`config.mk`:
```
export PLATFORM = sky130hd
export DESIGN_NAME = conv_sched
export DESIGN_NICKNAME = d
export VERILOG_FILES = /design/src/rtl/conv_sched.sv
export SDC_FILE = /design/constraint.sdc
export NUM_CORES = 1
export LEC_CHECK = 0
export BUFFER_PORTS_ARGS = -buffer_cell sky130_fd_sc_hd__buf_2
export CORE_ASPECT_RATIO = 1.25
export CORE_MARGIN = 4
export CORE_UTILIZATION = 45
export DETAILED_ROUTE_END_ITERATION = 8
export GPL_TIMING_DRIVEN = 0
export HOLD_SLACK_MARGIN = 0.12
export PLACE_DENSITY = 0.65
export SLEW_MARGIN = 20
export SYNTH_ARGS = -nofsm -noshare
export SYNTH_HDL_FRONTEND = slang
export SYNTH_SLANG_ARGS = --single-unit
```
`constraint.sdc`:
```
create_clock -name clk -period 2.9 [get_ports clk]
set_input_delay 0.29 -clock clk [delete_from_list [all_inputs] [get_ports clk]]
set_output_delay 0.29 -clock clk [all_outputs]
set_load 0.01 [all_outputs]
```
`src/rtl/conv_sched.sv`:
```
// conv_sched: tile-column sequencer for the 7x32 shifting register file.
// Issues row fetches, drives row/column shifts and tracks the result pipeline.
module conv_sched #(
    parameter int width         = 1920,
    parameter int height        = 1080,
    parameter int pipelineDepth = 9
) (
    input  logic        clk,
    input  logic        reset,
    input  logic        iStart,
    input  logic [2:0]  mode,
    input  logic        iValid,
    output logic        oReq,
    output logic [10:0] oReqRow,
    output logic [5:0]  oReqTile,
    output logic        rowShift,
    output logic        colShift,
    output logic        oWinValid,
    output logic        oValid,
    output logic        oBusy,
    output logic        oDone
);

    localparam logic [2:0] pattern_3x3 = 3'd0;
    localparam logic [2:0] pattern_5x5 = 3'd1;
    localparam logic [2:0] pattern_7x7 = 3'd2;

    localparam int          NT        = width / 32;
    localparam logic [5:0]  TILE_LAST = 6'(NT - 1);
    localparam logic [11:0] ROW_LAST  = 12'(height - 1);
    localparam logic [11:0] HEIGHT    = 12'(height);

    typedef enum logic [2:0] {
        IDLE,
        FILL,
        SHIFT,
        REALIGN,
        FETCH,
        FLUSH
    } state_t;

    state_t state;
    state_t nextState;
    state_t rowExit;

    logic [2:0]  modeQ;
    logic [2:0]  fillCnt;
    logic [4:0]  cnt;
    logic [11:0] outRow;
    logic [5:0]  tile;
    logic        pending;

    logic [pipelineDepth-1:0] vpipe;

    logic [2:0]  kSize;
    logic [4:0]  sLast;
    logic [2:0]  aCnt;
    logic [4:0]  aLast;
    logic [11:0] orLast;
    logic [11:0] fetchRow;
    logic [10:0] reqRow;
    logic        accept;
    logic        shiftEnd;
    logic        realignEnd;
    logic        rowEnd;
    logic        lastRow;
    logic        lastTile;

    // Window size, shifts per row and realign count for the latched mode
    always_comb begin
        kSize = 3'd7;
        sLast = 5'd25;
        aCnt  = 3'd6;
        unique case (1'b1)
            (modeQ == pattern_3x3): begin
                kSize = 3'd3;
                sLast = 5'd7;
                aCnt  = 3'd0;
            end
            (modeQ == pattern_5x5): begin
                kSize = 3'd5;
                sLast = 5'd27;
                aCnt  = 3'd4;
            end
            (modeQ == pattern_7x7): begin
                kSize = 3'd7;
                sLast = 5'd25;
                aCnt  = 3'd6;
            end
            default: begin
                kSize = 3'd7;
                sLast = 5'd25;
                aCnt  = 3'd6;
            end
        endcase
    end

    // Row/tile bookkeeping and request address with bottom-edge clamp
    always_comb begin
        aLast      = {2'b00, aCnt} - 5'd1;
        orLast     = HEIGHT - {9'd0, kSize};
        lastRow    = (outRow == orLast);
        lastTile   = (tile == TILE_LAST);
        accept     = pending && iValid &&
                     ((state == FILL) || (state == FETCH));
        shiftEnd   = (state == SHIFT) && (cnt == sLast);
        realignEnd = (state == REALIGN) && (cnt == aLast);
        rowEnd     = (shiftEnd && (aCnt == 3'd0)) || realignEnd;
        fetchRow   = outRow + 12'd7;
        if (state == FILL)
            reqRow = {8'd0, fillCnt};
        else if (fetchRow > ROW_LAST)
            reqRow = ROW_LAST[10:0];
        else
            reqRow = fetchRow[10:0];
        if (!lastRow)
            rowExit = FETCH;
        else if (!lastTile)
            rowExit = FILL;
        else
            rowExit = FLUSH;
    end

    // State register
    always_ff @(posedge clk or posedge reset) begin
        if (reset)
            state <= IDLE;
        else
            state <= nextState;
    end

    // Next-state logic
    always_comb begin
        nextState = state;
        unique case (state)
            IDLE:
                if (iStart)
                    nextState = FILL;
            FILL:
                if (accept && (fillCnt == 3'd6))
                    nextState = SHIFT;
            SHIFT:
                if (shiftEnd)
                    nextState = (aCnt != 3'd0) ? REALIGN : rowExit;
            REALIGN:
                if (realignEnd)
                    nextState = rowExit;
            FETCH:
                if (accept)
                    nextState = SHIFT;
            FLUSH:
                if (vpipe == '0)
                    nextState = IDLE;
            default:
                nextState = IDLE;
        endcase
    end

    // Outputs decoded from state; rowShift follows iValid in the same cycle
    always_comb begin
        oReq      = ((state == FILL) || (state == FETCH)) && !pending;
        oReqRow   = oReq ? reqRow : 11'd0;
        oReqTile  = oReq ? tile : 6'd0;
        rowShift  = accept;
        colShift  = (state == SHIFT) || (state == REALIGN);
        oWinValid = (state == SHIFT);
        oBusy     = (state != IDLE);
        oDone     = (state == FLUSH) && (vpipe == '0);
        oValid    = vpipe[pipelineDepth-1];
    end

    // Frame counters, mode latch and the single-outstanding request flag
    always_ff @(posedge clk or posedge reset) begin
        if (reset) begin
            modeQ   <= 3'd0;
            fillCnt <= 3'd0;
            cnt     <= 5'd0;
            outRow  <= 12'd0;
            tile    <= 6'd0;
            pending <= 1'b0;
        end else begin
            if ((state == IDLE) && iStart) begin
                modeQ   <= mode;
                fillCnt <= 3'd0;
                cnt     <= 5'd0;
                outRow  <= 12'd0;
                tile    <= 6'd0;
                pending <= 1'b0;
            end
            if (oReq)
                pending <= 1'b1;
            else if (accept)
                pending <= 1'b0;
            if (accept && (state == FILL))
                fillCnt <= (fillCnt == 3'd6) ? 3'd0 : fillCnt + 3'd1;
            if (accept && (state == FETCH))
                outRow <= outRow + 12'd1;
            if (state == SHIFT)
                cnt <= shiftEnd ? 5'd0 : cnt + 5'd1;
            if (state == REALIGN)
                cnt <= realignEnd ? 5'd0 : cnt + 5'd1;
            if (rowEnd && lastRow && !lastTile) begin
                tile   <= tile + 6'd1;
                outRow <= 12'd0;
            end
        end
    end

    // Window-valid delay line matching the engine latency
    always_ff @(posedge clk or posedge reset) begin
        if (reset) begin
            vpipe <= '0;
        end else begin
            vpipe[0] <= oWinValid;
            for (int i = 1; i < pipelineDepth; i++)
                vpipe[i] <= vpipe[i-1];
        end
    end

endmodule

```
==> impl_metrics.env, run 1 <==
export IMPL_insertedDiodeCount=0
export IMPL_drc_errors=0
export IMPL_die_y_um=99.3
export IMPL_coreArea_um2=6520
export IMPL_core_rowCount=33
export IMPL_fin_tns_setup_ns=0
export IMPL_power_frac_comb_pct=43.8
export IMPL_synth_top_cell_area_share_pct=35.0
export IMPL_worst_slack_ns=0.160
export IMPL_drive_above_1_share_pct=19.5
export IMPL_cpPeakStageDelay_ns=0.48
export IMPL_status="finished clean"
export IMPL_holdPathEnd="modeQ[0]$_DFFE_PP0P_"
export IMPL_synth_largest_area_cell="dfrtp_1"
export IMPL_via_count=2856
export IMPL_ctsRootBufferMaster="clkbuf_8"
export IMPL_ant_nets=0
export IMPL_min_delay_start="mode[0]"
export IMPL_critPathCaptureType="output pin"
export IMPL_grt_pass1_vias=2870
export IMPL_ys_top_cells_by_count="52 x nand2_1, 42 x dfrtp_1, 24 x a21oi_1"
export IMPL_dpl_cell_count=487
export IMPL_ys_seq_area_share_pct=35.0
export IMPL_fp_dieW_um=81.1
export IMPL_insertion_delay_ns=0.30
export IMPL_grt_max_degree=23
export IMPL_hold_violations=0
export IMPL_path_cells="inv_1 -> ha_1 -> nand2b_2 -> a41oi_1 -> a31oi_2 -> buf_4 -> buf_4 -> a211oi_1 -> buf_2"
export IMPL_cts_buffers=5
export IMPL_dieArea_um2=8050
export IMPL_pre_cts_ws_ns=0.136
export IMPL_min_path_type="primary input to register"
export IMPL_period_share_pct=94.5
export IMPL_n_fill_cell=660
export IMPL_drtIter0Drc=103
export IMPL_cp_max_fo=9
export IMPL_fmax_mhz=365
export IMPL_synth_area_per_cell_um2=8.13
export IMPL_synth_seq_cells=42
export IMPL_syn_area_um2=3000
export IMPL_cts_path_max_buffers=2
export IMPL_grt_ovfl_total=0
export IMPL_cap_violations=0
export IMPL_syn2layout_area_growth_pct=15.5
export IMPL_io_buffers=30
export IMPL_grt_antenna_before_repair=0
export IMPL_htree_num_levels=2
export IMPL_dpl_hpwl_mm=5.67
export IMPL_setup_viol=0
export IMPL_tightest_slew_ns=0.664
export IMPL_routabilityCongestion=0.885
export IMPL_p_sw_w=0.00111
export IMPL_path_class="register to output pin"
export IMPL_via_per_inst=5.75
export IMPL_clkPwrFrac_pct=21.7
export IMPL_ff2ff_path_depth=7
export IMPL_slew_headroom_pct=55.5
export IMPL_clk_pin_slew_ns=0.09
export IMPL_clock_skew_final_ns=0.0142
export IMPL_cts_tree="built"
export IMPL_synth_edff_count=0
export IMPL_cp_data_arrival_time_ns=2.45
export IMPL_power_density_nw_per_um2=776
export IMPL_ios=31
export IMPL_synth_distinct_cells=66
export IMPL_yosysMostFrequentCell="nand2_1"
export IMPL_layout_nets=421
export IMPL_postSynthCellCount=369
export IMPL_syn_nets=381
export IMPL_initial_core_util_pct=46.0
export IMPL_period_needed_ns=2.74
export IMPL_cp_common_cell="buf_4"
export IMPL_worstPathRequired_ns=2.61
export IMPL_ys_flop_type="dfrtp_1"
export IMPL_grt_usage_pct=20.7
export IMPL_vdd_ir_drop_max_mv=0.393
export IMPL_wl_mm=7.58
export IMPL_switching_share_pct=41.4
export IMPL_critPathSlowestCell="dfrtp_2"
export IMPL_hold_depth=3
export IMPL_p_leak_nw=1.44
export IMPL_r2r_start="outRow[7]$_DFFE_PP0P_"
export IMPL_rsz0062_at_grt="yes"
export IMPL_internal_power_w=0.00158
export IMPL_synthArstFlopShare_pct=100
export IMPL_reg2reg_slack_ns=0.84
export IMPL_reg2reg_to="outRow[4]$_DFFE_PP0P_"
export IMPL_yosys_warnings=0
export IMPL_seq_power_share_pct=34.5
export IMPL_firstDrtPassIters=4
export IMPL_fin_cells=497
export IMPL_slew_viol_final=0
export IMPL_start_kind="register"
export IMPL_clock_sinks=42
export IMPL_yosys_top_cells_area="dfrtp_1 35%, nand2_1 6.5%, a21oi_1 4.0%, nand3_1 3.5%, nor3_1 2.7%"
export IMPL_grt_pass1_wl_mm=13.3
export IMPL_wl_per_cell_um=15.2
[sequential cells by signal, indices dropped and copies added, names as in the netlist]
register	cells
state	3
vpipe	9
pending	1
fillCnt	3
cnt	5
tile	6
modeQ	3
outRow	12
[how the worst max path moves through the flow]
stage                                     start  depth (start not counted)         end
after floorplan           outRow[0]$_DFFE_PP0P_                          8  oReqRow[7]
after global placement    outRow[0]$_DFFE_PP0P_                          9  oReqRow[0]
after detailed placement  outRow[0]$_DFFE_PP0P_                          9  oReqRow[0]
after CTS                 outRow[0]$_DFFE_PP0P_                          8  oReqRow[5]
after global routing      outRow[0]$_DFFE_PP0P_                          8  oReqRow[5]
final                     outRow[0]$_DFFE_PP0P_                          9  oReqRow[3]
[routing by layer]
layer	vias up	track usage (%)	share of wire [%]
met5	-	0	0
met4	0	8.71	2.7
met3	19	4.26	3.2
met2	42	36.4	51
met1	1374	23.9	43
li1	1421	-	-
[stage by stage]
stage,instance area [um2],power (W),utilization (%),hold WS [ns]
final,3470,0.00269,53.1,0.174
after CTS,3440,0.00270,52.8,0.170
after global routing,3470,0.00291,53.1,0.173
after detailed placement,3280,0.00210,50.3,0.328
after floorplan,3000,0.00179,-,0.354
after global placement,3260,0.00208,50.0,0.369
[kinds of logic after synthesis]
kind of cell,synth area share (%)
and+or+nand+nor,31.3
adders and majority gates,2.08
AOI/OAI and AO/OA,20.0
xor gates and xnor gates,4.38
muxes,1.83
buffers and inverters,5.34
DFF,35.0
[power groups by stage]
stage	registers [W]	clock network (W)	logic (W)
floorplan	0.000884	0	0.000908
global placement	0.000933	0	0.00115
detailed placement	0.000936	0	0.00117
CTS	0.000923	0.000601	0.00117
global route	0.000958	0.000624	0.00133
finish	0.000927	0.000584	0.00118
[repair_timing]
action,CTS,global route
endpoints found under the hold margin,20,0
setup endpoints to repair,9,10
hold buffers,1,0
resized for setup,2,5
setup buffers,1,1
[worst max-delay path: cells and delay by family (launching register included)]
| family | cells | cell delay, ns |
|---|---|---|
| buffers and inverters | 4 | 0.60 |
| AOI/OAI and AO/OA | 3 | 0.69 |
| DFF | 1 | 0.48 |
| adders and majority gates | 1 | 0.22 |
| and+or+nand+nor | 1 | 0.15 |
[cell usage in the layout (no fill, tap or decap), types with 3 or more instances in the layout]
cell type  synthesis  layout
a21oi_1           24      24
a31oi_1            4       3
and2_1             8       8
and4_1             4       4
buf_2              7      37
buf_4              1       3
clkbuf_1          12      11
clkbuf_8           0       6
dfrtp_1           42      40
ha_1               5       5
inv_1             10       9
mux2i_1            3       3
nand2_1           52      52
nand2b_1           7       6
nand3_1           21      21
nor2_1            20      20
nor2b_1            5       5
nor3_1            16      15
nor3b_1            5       5
nor4_1             8       8
o211ai_1          10      10
o21ai_0           16      15
o21ai_1           10      11
o22ai_1            5       5
or2_2              4       4
or3_1              4       4
xnor2_1            9       9
xor2_1             6       6
[layout make-up]
type / count / area (um2) / area share (%)
plain buffers: 22 / 111 / 3.21
clock buffers: 6 / 82.6 / 2.38
clock inverters: 2 / 60.1 / 1.73
inverters: 12 / 45.0 / 1.30
multi-input cells: 292 / 1810 / 52.2
flip-flops and latches: 42 / 1050 / 30.4
well taps: 87 / 109 / 3.14
repair buffers: 34 / 195 / 5.63
No activity file was read; power rests on OpenSTA's default activity.
==> inputs of run 2 (changes only) <==
--- a/config.mk
+++ b/config.mk
@@ -8,11 +8,11 @@
 export BUFFER_PORTS_ARGS = -buffer_cell sky130_fd_sc_hd__buf_2
 export CORE_ASPECT_RATIO = 1.25
 export CORE_MARGIN = 4
-export CORE_UTILIZATION = 45
+export CORE_UTILIZATION = 50
 export DETAILED_ROUTE_END_ITERATION = 8
 export GPL_TIMING_DRIVEN = 0
 export HOLD_SLACK_MARGIN = 0.12
-export PLACE_DENSITY = 0.65
+export PLACE_DENSITY = 0.7
 export SLEW_MARGIN = 20
 export SYNTH_ARGS = -nofsm -noshare
 export SYNTH_HDL_FRONTEND = slang
==> impl_metrics.env, run 2 (synthesis gave the netlist of run 1 again) <==
export IMPL_insertedDiodeCount=0
export IMPL_cp_data_arrival_time_ns=2.40
export IMPL_firstDrtPassIters=4
export IMPL_hold_violations=0
export IMPL_via_count=2878
export IMPL_fmax_mhz=372
export IMPL_dpl_hpwl_mm=5.60
export IMPL_r2r_start="outRow[8]$_DFFE_PP0P_"
export IMPL_cp_max_fo=9
export IMPL_min_path_type="primary input to register"
export IMPL_setup_viol=0
export IMPL_grt_ovfl_total=0
export IMPL_initial_core_util_pct=51.6
export IMPL_wl_per_cell_um=15.5
export IMPL_power_density_nw_per_um2=759
export IMPL_status="finished clean"
export IMPL_critPathCaptureType="output pin"
export IMPL_cts_tree="built"
export IMPL_mostFrequentLayoutCells="52 x nand2_1, 40 x dfrtp_1, 37 x buf_2"
export IMPL_tightest_slew_ns=0.733
export IMPL_slew_viol_final=0
export IMPL_grt_antenna_before_repair=0
export IMPL_htree_num_levels=2
export IMPL_period_share_pct=92.7
export IMPL_period_needed_ns=2.69
export IMPL_via_per_inst=6.06
export IMPL_syn2layout_area_growth_pct=13.2
export IMPL_ant_nets=0
export IMPL_insertion_delay_ns=0.31
export IMPL_min_delay_start="mode[2]"
export IMPL_top_regs="outRow: 12 flops, vpipe: 9 flops, tile: 6 flops"
export IMPL_fp_dieW_um=77.3
export IMPL_routabilityCongestion=0.898
export IMPL_core_rowCount=31
export IMPL_drive_above_1_share_pct=19.3
export IMPL_largest_register="outRow"
export IMPL_grt_pass1_vias=2717
export IMPL_largest_reg_flops=12
export IMPL_rsz0062_at_grt="no"
export IMPL_dpl_cell_count=466
export IMPL_ctsRootBufferMaster="clkbuf_8"
export IMPL_ios=31
export IMPL_coreArea_um2=5820
export IMPL_worstPathRequired_ns=2.61
export IMPL_path_class="register to output pin"
export IMPL_grt_pass1_wl_mm=12.7
export IMPL_p_leak_nw=1.42
export IMPL_drc_errors=0
export IMPL_io_buffers=30
export IMPL_ff2ff_path_depth=7
export IMPL_clock_skew_final_ns=0.0158
export IMPL_grt_usage_pct=21.2
export IMPL_layout_nets=420
export IMPL_startpoint="outRow[0]$_DFFE_PP0P_"
export IMPL_mostFrequentLayoutCell="nand2_1"
export IMPL_clk_pin_slew_ns=0.08
export IMPL_drtIter0Drc=154
export IMPL_cts_buffers=5
export IMPL_slew_headroom_pct=51.0
export IMPL_vdd_ir_drop_max_mv=0.344
export IMPL_clock_sinks=42
export IMPL_cts_path_max_buffers=2
export IMPL_fin_cells=475
export IMPL_start_kind="register"
export IMPL_wl_mm=7.38
export IMPL_dieArea_um2=7310
export IMPL_cap_violations=0
export IMPL_fin_tns_setup_ns=0
export IMPL_grt_max_degree=31
export IMPL_hold_depth=3
export IMPL_die_y_um=94.6
-- run 2: changes by cell type in the layout (fill, tap and decap cells not counted) --
cell,change
bufinv_16,-1
buf_4,-1
clkinv_2,+2
clkbuf_8,-1
-- run 2: per-stage QoR --
step	util (%)	hold slack, ns	total power (W)	worst slack, ns	instance area (um2)
2_1_floorplan	-	0.354	0.00179	0.590	3000
3_3_place_gp	55.6	0.366	0.00207	0.189	3230
3_5_place_dp	55.9	0.266	0.00210	0.150	3250
4_1_cts	58.1	0.175	0.00258	0.0159	3380
5_1_grt	58.4	0.185	0.00279	0.0504	3400
6_report	58.4	0.180	0.00258	0.213	3400
-- run 2: area by class of cell --
class	count	area [um2]
Fill cell	541	2420
Multi-Input combinational cell	292	1810
Sequential cell	42	1050
Timing Repair Buffer	33	188
Buffer	22	111
Tap cell	66	82.6
Clock buffer	5	68.8
Inverter	12	45.0
Clock inverter	3	40.0
-- run 2: repair_timing --
| action | in CTS | in global routing |
|---|---|---|
| resized for setup | 2 | 5 |
| setup endpoints to repair | 9 | 9 |
| hold buffers | 1 | 0 |
| hold endpoints to repair | 12 | 0 |
| buffers inserted | 0 | 1 |
| pin swaps | 0 | 0 |
-- run 2: final timing paths --
| path | to | slack [ns] |
|---|---|---|
| worst max-delay path | oReqRow[2] | 0.21 |
| worst max register to register | outRow[4]$_DFFE_PP0P_ | 0.76 |
| worst min register to register | vpipe[8]$_DFF_PP0_ | 0.38 |
| max in group asynchronous | outRow[1]$_DFFE_PP0P_ | 1.95 |
| worst min-delay path | modeQ[2]$_DFFE_PP0P_ | 0.18 |
| min in group asynchronous | outRow[9]$_DFFE_PP0P_ | 0.47 |
-- run 2: power breakdown --
group | internal [W] | leakage (nW) | switching, W
logic | 0.000461 | 0.807 | 0.000714
clock network | 0.000254 | 0.0579 | 0.000219
registers | 0.000748 | 0.553 | 0.000182
-- run 2: critical path, cell delays in order (launching register included) --
cell and delay, ns:
dfrtp_2 0.48, inv_1 0.14, ha_1 0.21, nand2b_2 0.15, and4_1 0.26, a31oi_2 0.32
o21ai_0 0.15, a21oi_1 0.22, buf_2 0.18
-- run 2: routing by layer --
layer | GRT usage (%) | part of all wire [%]
met3 | 3.82 | 4.0
met4 | 8.01 | 2.1
met5 | 0 | 0
met2 | 38.5 | 51
met1 | 24.9 | 43
==> inputs of run 3 (changes only) <==
--- a/config.mk
+++ b/config.mk
@@ -10,10 +10,9 @@
 export CORE_MARGIN = 4
 export CORE_UTILIZATION = 50
 export DETAILED_ROUTE_END_ITERATION = 8
-export GPL_TIMING_DRIVEN = 0
+export GPL_TIMING_DRIVEN = 1
 export HOLD_SLACK_MARGIN = 0.12
-export PLACE_DENSITY = 0.7
-export SLEW_MARGIN = 20
+export PLACE_DENSITY = 0.73
 export SYNTH_ARGS = -nofsm -noshare
 export SYNTH_HDL_FRONTEND = slang
 export SYNTH_SLANG_ARGS = --single-unit
==> constraint.sdc (replaced) <==
create_clock -name clk -period 2.2 [get_ports clk]
set_input_delay 0.22 -clock clk [delete_from_list [all_inputs] [get_ports clk]]
set_output_delay 0.22 -clock clk [all_outputs]
set_load 0.01 [all_outputs]
==> impl_metrics.env, run 3 (synthesis gave the netlist of run 1 again) <==
export IMPL_slew_viol_final=0
export IMPL_path_cells="inv_2 -> ha_4 -> nand2b_4 -> buf_4 -> and4_4 -> o21ai_1 -> buf_4 -> a21oi_1 -> a21oi_2 -> buf_2"
export IMPL_cts_tree="built"
export IMPL_clock_skew_final_ns=0.0148
export IMPL_setup_viol=9
export IMPL_period_needed_ns=2.37
export IMPL_ant_nets=0
export IMPL_grt_usage_pct=21.8
export IMPL_path_class="register to output pin"
export IMPL_dr_max_layer_used="met4"
export IMPL_cts_path_max_buffers=2
export IMPL_period_share_pct=108
export IMPL_grt_pass1_vias=2756
export IMPL_coreArea_um2=5820
export IMPL_cp_max_fo=8
export IMPL_grt_pass1_wl_mm=13.0
export IMPL_slew_headroom_pct=63.6
export IMPL_fin_tns_setup_ns=-1.20
export IMPL_finalInstanceArea_um2=3770
export IMPL_fin_cells=492
export IMPL_initial_core_util_pct=51.6
export IMPL_regArea_um2=1060
export IMPL_grt_ovfl_total=0
export IMPL_mostFrequentLayoutCell="nand2_1"
export IMPL_vdd_ir_drop_max_mv=0.444
export IMPL_core_rowCount=31
export IMPL_fmax_mhz=422
export IMPL_drtIter0Drc=131
export IMPL_dpl_cell_count=468
export IMPL_insertion_delay_ns=0.30
export IMPL_wl_mm=7.94
export IMPL_die_y_um=94.6
export IMPL_clk_pin_slew_ns=0.08
export IMPL_multi_input_area_um2=2010
export IMPL_drc_errors=0
export IMPL_wl_met1_mm=3.42
export IMPL_rsz0062_at_grt="yes"
export IMPL_critPathTopFamily="buffers and inverters"
export IMPL_violations="negative setup slack"
export IMPL_start_kind="register"
export IMPL_min_path_type="primary input to register"
export IMPL_top_regs="outRow: 12 flops, vpipe: 9 flops, tile: 6 flops"
export IMPL_cp_common_cell="buf_4"
export IMPL_worst_slack_ns=-0.171
export IMPL_path_buf_inv=4
export IMPL_worstPathRequired_ns=1.98
export IMPL_cts_buffers=5
export IMPL_layout_nets=437
export IMPL_htree_num_levels=2
export IMPL_n_fill_cell=464
export IMPL_p_leak_nw=1.58
export IMPL_place_area_um2=3310
export IMPL_tightest_slew_ns=0.546
export IMPL_via_count=2959
export IMPL_cp_data_arrival_time_ns=2.15
export IMPL_ios=31
export IMPL_drive_above_1_share_pct=31.9
export IMPL_clock_sinks=42
export IMPL_hold_violations=0
export IMPL_largest_register="outRow"
export IMPL_firstDrtPassIters=4
export IMPL_routabilityCongestion=0.873
export IMPL_cap_violations=0
export IMPL_critPathCaptureType="output pin"
export IMPL_wl_met3_um=200
export IMPL_wl_met2_mm=4.23
export IMPL_critPathSlowestCell="dfrtp_2"
export IMPL_insertedDiodeCount=0
export IMPL_fin_util_pct=64.8
export IMPL_fp_dieW_um=77.3
export IMPL_syn2layout_area_growth_pct=25.6
export IMPL_power_density_nw_per_um2=984
export IMPL_status="complete, but fails checks"
export IMPL_grt_max_degree=43
export IMPL_largest_reg_flops=12
export IMPL_via_per_inst=6.01
export IMPL_grt_antenna_before_repair=0
export IMPL_wl_per_cell_um=16.1
export IMPL_cpPeakStageDelay_ns=0.44
export IMPL_dpl_hpwl_mm=5.47
export IMPL_ctsRootBufferMaster="clkbuf_8"
export IMPL_dieArea_um2=7310
export IMPL_mostFrequentLayoutCells="52 x nand2_1, 36 x dfrtp_1, 36 x buf_4"
export IMPL_io_buffers=30
run 3: worst paths after layout:
path	startpoint	endpoint	slack (ns)	depth (start not counted)
worst min register to register	vpipe[7]$_DFF_PP0_	vpipe[8]$_DFF_PP0_	0.38	0
max in group asynchronous	reset	outRow[0]$_DFFE_PP0P_	1.17	4
worst max-delay path	outRow[1]$_DFFE_PP0P_	oReqRow[4]	-0.17	10
worst max register to register	outRow[0]$_DFFE_PP0P_	tile[5]$_DFFE_PP0P_	0.05	9
min in group asynchronous	reset	cnt[1]$_DFFE_PP0P_	0.62	4
worst min-delay path	iValid	state[2]$_DFFE_PP0P_	0.38	4
run 3: timing repair:
action | CTS | global route
hold buffers | 4 | 0
gates resized for setup | 28 | 30
endpoints found under the hold margin | 45 | 0
endpoints found under the setup margin | 13 | 13
buffers inserted | 5 | 8
pin swaps | 4 | 17
run 3: final cells by class:
| type | count | area share [%] |
|---|---|---|
| Clock inverter | 1 | 0.133 |
| Multi-Input combinational cell | 292 | 53.3 |
| Tap cell | 66 | 2.19 |
| Timing Repair Buffer | 72 | 12.8 |
| Clock buffer | 7 | 2.29 |
| Sequential cell | 42 | 28.1 |
| Inverter | 12 | 1.23 |
run 3: tightest hold or removal path: stages:
cell	delay [ns]
buf_2	0.11
nand3_1	0.14
nand3_1	0.12
o21ai_1	0.06
run 3: metrics by stage:
step / total power, W / hold slack [ns] / setup WS [ns]
3_3_place_gp: 0.00277 / 0.362 / 0.0448
2_1_floorplan: 0.00236 / 0.325 / -0.0397
5_1_grt: 0.00397 / 0.394 / -0.266
6_report: 0.00371 / 0.376 / -0.171
3_5_place_dp: 0.00282 / 0.367 / -0.0627
4_1_cts: 0.00351 / 0.372 / -0.0878
run 3: metal layers:
layer | up-vias | track usage [%]
li1 | 1443 | -
met5 | - | 0
met2 | 46 | 39.4
met1 | 1464 | 27.3
met4 | 0 | 6.08
met3 | 6 | 2.77
run 3: power by group:
part | internal [W] | switching [W]
combinational | 0.000854 | 0.00105
clock | 0.000254 | 0.000275
sequential | 0.000988 | 0.000287
total | 0.00210 | 0.00161
